$ cat src/rtl/weight_mem_if_nn_pkg.sv
// Shared definitions for the weight-memory fetch interface: lane count, FSM
// states and the mapping from a MAC lane index to its slice of w_out.
package weight_mem_if_nn_pkg;

  localparam int NUM_MAC    = 4;
  localparam int LANE_IDX_W = 2;

  typedef enum logic [1:0] {
    IDLE  = 2'd0,
    FETCH = 2'd1,
    DRAIN = 2'd2,
    READY = 2'd3
  } wmif_state_e;

  // Lane k occupies w_out[k*DATA_W +: DATA_W], so mac0 sits in the LSBs.
  function automatic int lane_lsb(input int lane, input int data_w);
    return lane * data_w;
  endfunction

endpackage

$ cat src/rtl/weight_mem_if_nn_if.sv
// Handshake and memory-bus bundle for weight_mem_if_nn. The slave modport is
// the fetch block; the master modport is the controller/memory side.
interface weight_mem_if_nn_if #(
  parameter int DATA_W = 8,
  parameter int ADDR_W = 8
);
  import weight_mem_if_nn_pkg::*;

  logic                        load_req;
  logic [ADDR_W-1:0]           base_addr;
  logic                        mem_rd_en;
  logic [ADDR_W-1:0]           mem_addr;
  logic [DATA_W-1:0]           mem_rd_data;
  logic [NUM_MAC*DATA_W-1:0]   w_out;
  logic                        load_ready;
  logic                        busy;

  modport slave (
    input  load_req, base_addr, mem_rd_data,
    output mem_rd_en, mem_addr, w_out, load_ready, busy
  );

  modport master (
    output load_req, base_addr, mem_rd_data,
    input  mem_rd_en, mem_addr, w_out, load_ready, busy
  );

endinterface

$ cat src/rtl/weight_mem_if_nn_lat_pipe.sv
// Valid/lane-index delay line matching the weight memory read latency, so each
// returning word is tagged with the lane it belongs to.
module wmif_lat_pipe #(
  parameter int MEM_LAT = 1,
  parameter int IDX_W   = 2
) (
  input  logic             clk,
  input  logic             rst,
  input  logic             in_vld,
  input  logic [IDX_W-1:0] in_idx,
  output logic             out_vld,
  output logic [IDX_W-1:0] out_idx
);

  logic             vld_q [MEM_LAT];
  logic [IDX_W-1:0] idx_q [MEM_LAT];

  always_ff @(posedge clk) begin
    if (rst) begin
      for (int i = 0; i < MEM_LAT; i++) begin
        vld_q[i] <= 1'b0;
        idx_q[i] <= '0;
      end
    end else begin
      vld_q[0] <= in_vld;
      idx_q[0] <= in_idx;
      for (int i = 1; i < MEM_LAT; i++) begin
        vld_q[i] <= vld_q[i-1];
        idx_q[i] <= idx_q[i-1];
      end
    end
  end

  assign out_vld = vld_q[MEM_LAT-1];
  assign out_idx = idx_q[MEM_LAT-1];

endmodule

$ cat src/rtl/weight_mem_if_nn.sv
// Fetches NUM_MAC consecutive weight words and commits them atomically to w_out.
// Optional sticky req_err output for ignored load requests: WMIF_REQ_ERR_EN.
//
// state | meaning
// IDLE  | no weights committed since reset, waiting for load_req
// FETCH | issuing the four reads, one per cycle
// DRAIN | reads done, waiting for the last word to return
// READY | w_out stable and complete, load_ready high
module weight_mem_if_nn
  import weight_mem_if_nn_pkg::*;
#(
  parameter int DATA_W  = 8,
  parameter int ADDR_W  = 8,
  parameter int MEM_LAT = 1
) (
  input  logic                clk,
  input  logic                rst,
  weight_mem_if_nn_if.slave   bus
`ifdef WMIF_REQ_ERR_EN
  ,
  output logic                req_err
`endif
);

  wmif_state_e               state_q, state_d;
  logic [ADDR_W-1:0]         mem_addr_q, mem_addr_d;
  logic [LANE_IDX_W-1:0]     rd_cnt_q, rd_cnt_d;
  logic                      done_q, done_d;
  logic                      commit;
  logic [DATA_W-1:0]         stage_q [NUM_MAC];
  logic [NUM_MAC*DATA_W-1:0] w_out_q;
  logic                      pipe_vld;
  logic [LANE_IDX_W-1:0]     pipe_idx;

  always_comb begin
    state_d    = state_q;
    mem_addr_d = mem_addr_q;
    rd_cnt_d   = rd_cnt_q;
    done_d     = done_q;
    commit     = 1'b0;
    case (state_q)
      IDLE, READY: begin
        if (bus.load_req) begin
          state_d    = FETCH;
          mem_addr_d = bus.base_addr;
          rd_cnt_d   = '0;
          done_d     = 1'b0;
        end
      end
      FETCH: begin
        // mem_addr stops on the last read address so it holds once reads end.
        if (rd_cnt_q == LANE_IDX_W'(NUM_MAC-1)) begin
          state_d = DRAIN;
        end else begin
          rd_cnt_d   = rd_cnt_q + LANE_IDX_W'(1);
          mem_addr_d = mem_addr_q + ADDR_W'(1);
        end
      end
      DRAIN: begin
        if (done_q) begin
          state_d = READY;
          commit  = 1'b1;
        end
      end
      default: state_d = IDLE;
    endcase
    if (pipe_vld && (pipe_idx == LANE_IDX_W'(NUM_MAC-1))) begin
      done_d = 1'b1;
    end
  end

  always_ff @(posedge clk) begin
    if (rst) begin
      state_q    <= IDLE;
      mem_addr_q <= '0;
      rd_cnt_q   <= '0;
      done_q     <= 1'b0;
      w_out_q    <= '0;
      for (int i = 0; i < NUM_MAC; i++) begin
        stage_q[i] <= '0;
      end
    end else begin
      state_q    <= state_d;
      mem_addr_q <= mem_addr_d;
      rd_cnt_q   <= rd_cnt_d;
      done_q     <= done_d;
      if (pipe_vld) begin
        stage_q[pipe_idx] <= bus.mem_rd_data;
      end
      if (commit) begin
        for (int i = 0; i < NUM_MAC; i++) begin
          w_out_q[lane_lsb(i, DATA_W) +: DATA_W] <= stage_q[i];
        end
      end
    end
  end

  wmif_lat_pipe #(
    .MEM_LAT (MEM_LAT),
    .IDX_W   (LANE_IDX_W)
  ) u_lat_pipe (
    .clk     (clk),
    .rst     (rst),
    .in_vld  (state_q == FETCH),
    .in_idx  (rd_cnt_q),
    .out_vld (pipe_vld),
    .out_idx (pipe_idx)
  );

  assign bus.mem_rd_en  = (state_q == FETCH);
  assign bus.mem_addr   = mem_addr_q;
  assign bus.w_out      = w_out_q;
  assign bus.load_ready = (state_q == READY);
  assign bus.busy       = (state_q == FETCH) || (state_q == DRAIN);

`ifdef WMIF_REQ_ERR_EN
  logic req_err_q;

  always_ff @(posedge clk) begin
    if (rst) begin
      req_err_q <= 1'b0;
    end else if (bus.load_req && ((state_q == FETCH) || (state_q == DRAIN))) begin
      req_err_q <= 1'b1;
    end
  end

  assign req_err = req_err_q;
`endif

endmodule

$ cat src/flat_wrapper.sv
// flat-port wrapper written by rule: the top's interface ports become plain ports
module weight_mem_if_nn_flat import weight_mem_if_nn_pkg::*;
#(
  parameter int DATA_W  = 8,
  parameter int ADDR_W  = 8,
  parameter int MEM_LAT = 1
)
  (clk, rst, bus_load_req, bus_base_addr, bus_mem_rd_data, bus_mem_rd_en, bus_mem_addr, bus_w_out, bus_load_ready, bus_busy);
  weight_mem_if_nn_if #(.DATA_W(DATA_W), .ADDR_W(ADDR_W)) bus_i ();
  input  logic clk;
  input  logic rst;
  input wire logic [$bits(bus_i.load_req)-1:0] bus_load_req;
  input wire logic [$bits(bus_i.base_addr)-1:0] bus_base_addr;
  input wire logic [$bits(bus_i.mem_rd_data)-1:0] bus_mem_rd_data;
  output wire logic [$bits(bus_i.mem_rd_en)-1:0] bus_mem_rd_en;
  output wire logic [$bits(bus_i.mem_addr)-1:0] bus_mem_addr;
  output wire logic [$bits(bus_i.w_out)-1:0] bus_w_out;
  output wire logic [$bits(bus_i.load_ready)-1:0] bus_load_ready;
  output wire logic [$bits(bus_i.busy)-1:0] bus_busy;
  assign bus_i.load_req = bus_load_req;
  assign bus_i.base_addr = bus_base_addr;
  assign bus_i.mem_rd_data = bus_mem_rd_data;
  assign bus_mem_rd_en = bus_i.mem_rd_en;
  assign bus_mem_addr = bus_i.mem_addr;
  assign bus_w_out = bus_i.w_out;
  assign bus_load_ready = bus_i.load_ready;
  assign bus_busy = bus_i.busy;
  weight_mem_if_nn #(.DATA_W(DATA_W), .ADDR_W(ADDR_W), .MEM_LAT(MEM_LAT)) u_core (.clk(clk), .rst(rst), .bus(bus_i));
endmodule
$ cat config.mk
export PLATFORM = sky130hd
export DESIGN_NAME = weight_mem_if_nn_flat
export DESIGN_NICKNAME = d
export VERILOG_FILES = /design/src/rtl/weight_mem_if_nn_pkg.sv /design/src/rtl/weight_mem_if_nn_if.sv /design/src/rtl/weight_mem_if_nn_lat_pipe.sv /design/src/rtl/weight_mem_if_nn.sv /design/src/flat_wrapper.sv
export SDC_FILE = /design/constraint.sdc
export NUM_CORES = 1
export LEC_CHECK = 0
export BUFFER_PORTS_ARGS = -buffer_cell sky130_fd_sc_hd__buf_2
export CORE_MARGIN = 8
export CORE_UTILIZATION = 55
export CTS_CLUSTER_SIZE = 14
export DETAILED_ROUTE_END_ITERATION = 10
export PLACE_DENSITY = 0.86
export SKIP_CTS_REPAIR_TIMING = 1
export SYNTH_ARGS = -nofsm -noshare
export SYNTH_HDL_FRONTEND = slang
export SYNTH_SLANG_ARGS = --single-unit
$ cat constraint.sdc
create_clock -name clk -period 3 [get_ports clk]
set_clock_uncertainty 0.05 [all_clocks]
set_input_delay 0.6 -clock clk [delete_from_list [all_inputs] [get_ports clk]]
set_output_delay 0.6 -clock clk [all_outputs]
set_load 0.05 [all_outputs]
==> impl_metrics.json <==
{
  "required_ps": 2350,
  "power_switching_w": 0.000915,
  "seqPwrFrac_pct": 47.9,
  "worst_slew_pin_slew_ps": 695,
  "tns_ps": 0,
  "synth_area_mm2": 0.00320,
  "nets": 402,
  "ys_ff_latch": 80,
  "worstSetupPathType": "flop to output port",
  "coreArea_mm2": 0.00557,
  "start_kind": "flop",
  "p_per_area_mw_per_mm2": 731,
  "synth_cell_types": 32,
  "drtIter0Drc": 92,
  "syn_to_final_growth_pct": 16.8,
  "clk_pin_slew_worst_paths_ps": 80,
  "io_pins": 62,
  "dieHeight_um": 92.3,
  "start_util_pct": 57.4,
  "fmax_mhz": 410,
  "p_leak_nw": 1.53,
  "crit_arrival_ps": 1790,
  "drc": 0,
  "fin_cells": 454,
  "seq_area_frac_synth_pct": 60.1,
  "gp_congestion": 0.751,
  "dieWidth_um": 92.3,
  "syn_avg_cell_area_um2": 10.1,
  "endpoint_kind": "output port",
  "fin_hold_ws_ps": 404,
  "hold_viol": 0,
  "worstReg2RegStart": "u_core.state_q[0]$_SDFFE_PP0P_",
  "maxCapViolCount": 0,
  "status": "complete, no violations",
  "critical_path.endpoint": "bus_mem_rd_en",
  "dp_cells": 438,
  "root_buffer": "clkbuf_8",
  "rows": 27,
  "cts_sinks": 80,
  "ys_warn_count": 0,
  "rr_endpoint": "u_core.bus.mem_addr[0]$_SDFFE_PP0P_",
  "rsz0062_at_grt": "false",
  "cts_buffer_depth": 2,
  "pwr-share-comb_pct": 24.6,
  "clk_latency_ps": 340,
  "peakVddDrop_mv": 0.670,
  "switching_share_pct": 33.5,
  "setup_viol": 0,
  "layout_min_cycle_time_ps": 2440,
  "cp_max_fo": 21,
  "vias": 2347,
  "dr.pass1.iters": 4,
  "antenna_found_initial": 0,
  "globalRoute.totalOverflow": 0,
  "cts_inserted_buffers": 9,
  "synth_cells": 318,
  "slew_violations": 0,
  "hold_path_class": "flop to flop",
  "grt_pass1_wl_um": 10300,
  "fin_crit_sh_pct": 81.3,
  "cts_max_level": 3,
  "design.die.area_mm2": 0.00851,
  "hp-start": "bus_w_out[25]$_SDFFE_PP0P_",
  "drive_gt1_share_pct": 23.6,
  "postRouteWirelength_um": 6380,
  "antenna_cells": 0,
  "max_slew_margin_pct": 53.6,
  "reg2regPathDepth": 5,
  "drt-wirelength-per-cell_um": 14.1,
  "clkPwrFrac_pct": 27.4,
  "grt_pass1_vias": 2241,
  "fillers": 440,
  "syn-num-nets": 343,
  "startpoint": "u_core.state_q[0]$_SDFFE_PP0P_",
  "ant_nets": 0,
  "cts_tree": "yes",
  "grt_max_degree": 33,
  "internal-power_w": 0.00181,
  "vias_per_cell": 5.17,
  "hpwl_um": 4600,
  "io_buffers": 61,
  "reg2reg_slack_ps": 680,
  "grt_use_total_pct": 15.1
}
==> Yosys cell counts (all sizes together) <==
master	instances	area [µm²]
inv	8	30.0
buf	8	46.3
a221oi	1	15.0
a31o	1	8.76
o21a	2	15.0
clkbuf	8	30.0
nor2b	6	37.5
nand2	76	285
a311oi	1	8.76
a21o	2	15.0
or2	3	18.8
ha	6	75.1
nand2b	2	12.5
dfxtp	48	961
mux2i	2	20.0
a211oi	4	40.0
a21oi	42	218
o32ai	2	17.5
edfxtp	32	961
nor4	1	6.26
o2bb2ai	2	17.5
nand4	2	12.5
and3	2	12.5
nor3	4	30.0
nor2	5	18.8
nand3	3	15.0
o21ai	9	45.0
and2	36	225
==> area by class of cell <==
| class | instances | area (µm²) | area share [%] |
|---|---|---|---|
| Tap cell | 72 | 90.1 | 2.41 |
| Clock buffer | 14 | 183 | 4.89 |
| Clock inverter | 2 | 12.5 | 0.335 |
| Sequential cell | 80 | 1920 | 51.5 |
| Multi-Input combinational cell | 214 | 1170 | 31.3 |
| Timing Repair Buffer | 64 | 328 | 8.78 |
| Inverter | 8 | 30.0 | 0.804 |
==> sequential cells by signal, indices dropped and copies added, names as in the netlist <==
register	cells
bus_w_out	32
u_core.bus.mem_addr	8
u_core.done_q	1
u_core.rd_cnt_q	2
u_core.stage_q	32
u_core.state_q	2
u_core.u_lat_pipe.idx_q	2
u_core.u_lat_pipe.vld_q	1
==> metrics by stage <==
step           instance area [µm²]  utilization [%]  total power (W)  setup WS, ps
5_1_grt                       3730             67.0          0.00287           417
4_1_cts                       3730             67.0          0.00275           550
3_3_place_gp                  3540             63.5          0.00199           843
6_report                      3730             67.0          0.00273           560
2_1_floorplan                 3200                -          0.00187          1150
3_5_place_dp                  3540             63.5          0.00200           730
==> cell families after synthesis <==
group / count (synthesis) / synth area share [%]
buffers and inverters: 24 / 3.33
multiplexers: 2 / 0.626
AND/OR/NAND/NOR: 140 / 21.1
AO/OA/AOI/OAI: 66 / 12.5
adder cells (fa/ha/maj): 6 / 2.35
flip-flops: 80 / 60.1
==> worst max-delay path, stage by stage, from the launching register on <==
cell and delay (ps):
dfxtp_1 420, ha_1 640, buf_2 390
==> how the worst min path moves through the flow <==
| stage | cells past startpoint | endpoint | slack [ps] |
|---|---|---|---|
| 2_1_floorplan | 2 | u_core.done_q$_SDFFE_PP0P_ | 410 |
| 3_3_place_gp | 2 | bus_w_out[4]$_SDFFE_PP0P_ | 390 |
| 3_5_place_dp | 2 | bus_w_out[25]$_SDFFE_PP0P_ | 400 |
| 4_1_cts | 2 | bus_w_out[5]$_SDFFE_PP0P_ | 410 |
| 5_1_grt | 2 | bus_w_out[13]$_SDFFE_PP0P_ | 430 |
| 6_report | 2 | bus_w_out[25]$_SDFFE_PP0P_ | 400 |
==> routing by layer <==
layer | vias to the layer above | global-route usage (%) | wire length (µm)
li1 | 1192 | - | -
met1 | 1081 | 17.4 | 2800
met2 | 63 | 24.4 | 3080
met3 | 11 | 4.32 | 389
met4 | 0 | 9.26 | 117
met5 | - | 0 | 0
==> power by group through the flow <==
stage	Combinational, W	Sequential, W	Clock (W)
final	0.000673	0.00131	0.000749
after global routing	0.000741	0.00132	0.000808
after CTS	0.000676	0.00131	0.000769
after detailed placement	0.000672	0.00133	0
after global placement	0.000662	0.00133	0
after floorplan	0.000415	0.00145	0
==> placed cells by master, fill, tap and decap left out, types with 3 or more instances in the layout <==
cell type and instances:
a21oi_1 40, and2_1 36, buf_2 61, buf_4 3, clkbuf_8 13, dfxtp_1 48
edfxtp_1 32, ha_1 6, inv_1 8, nand2_1 76, nand3_1 3, nor2_1 5
nor2b_1 6, o21ai_0 9, or2_2 3
(Power assumes the default switching activity.)
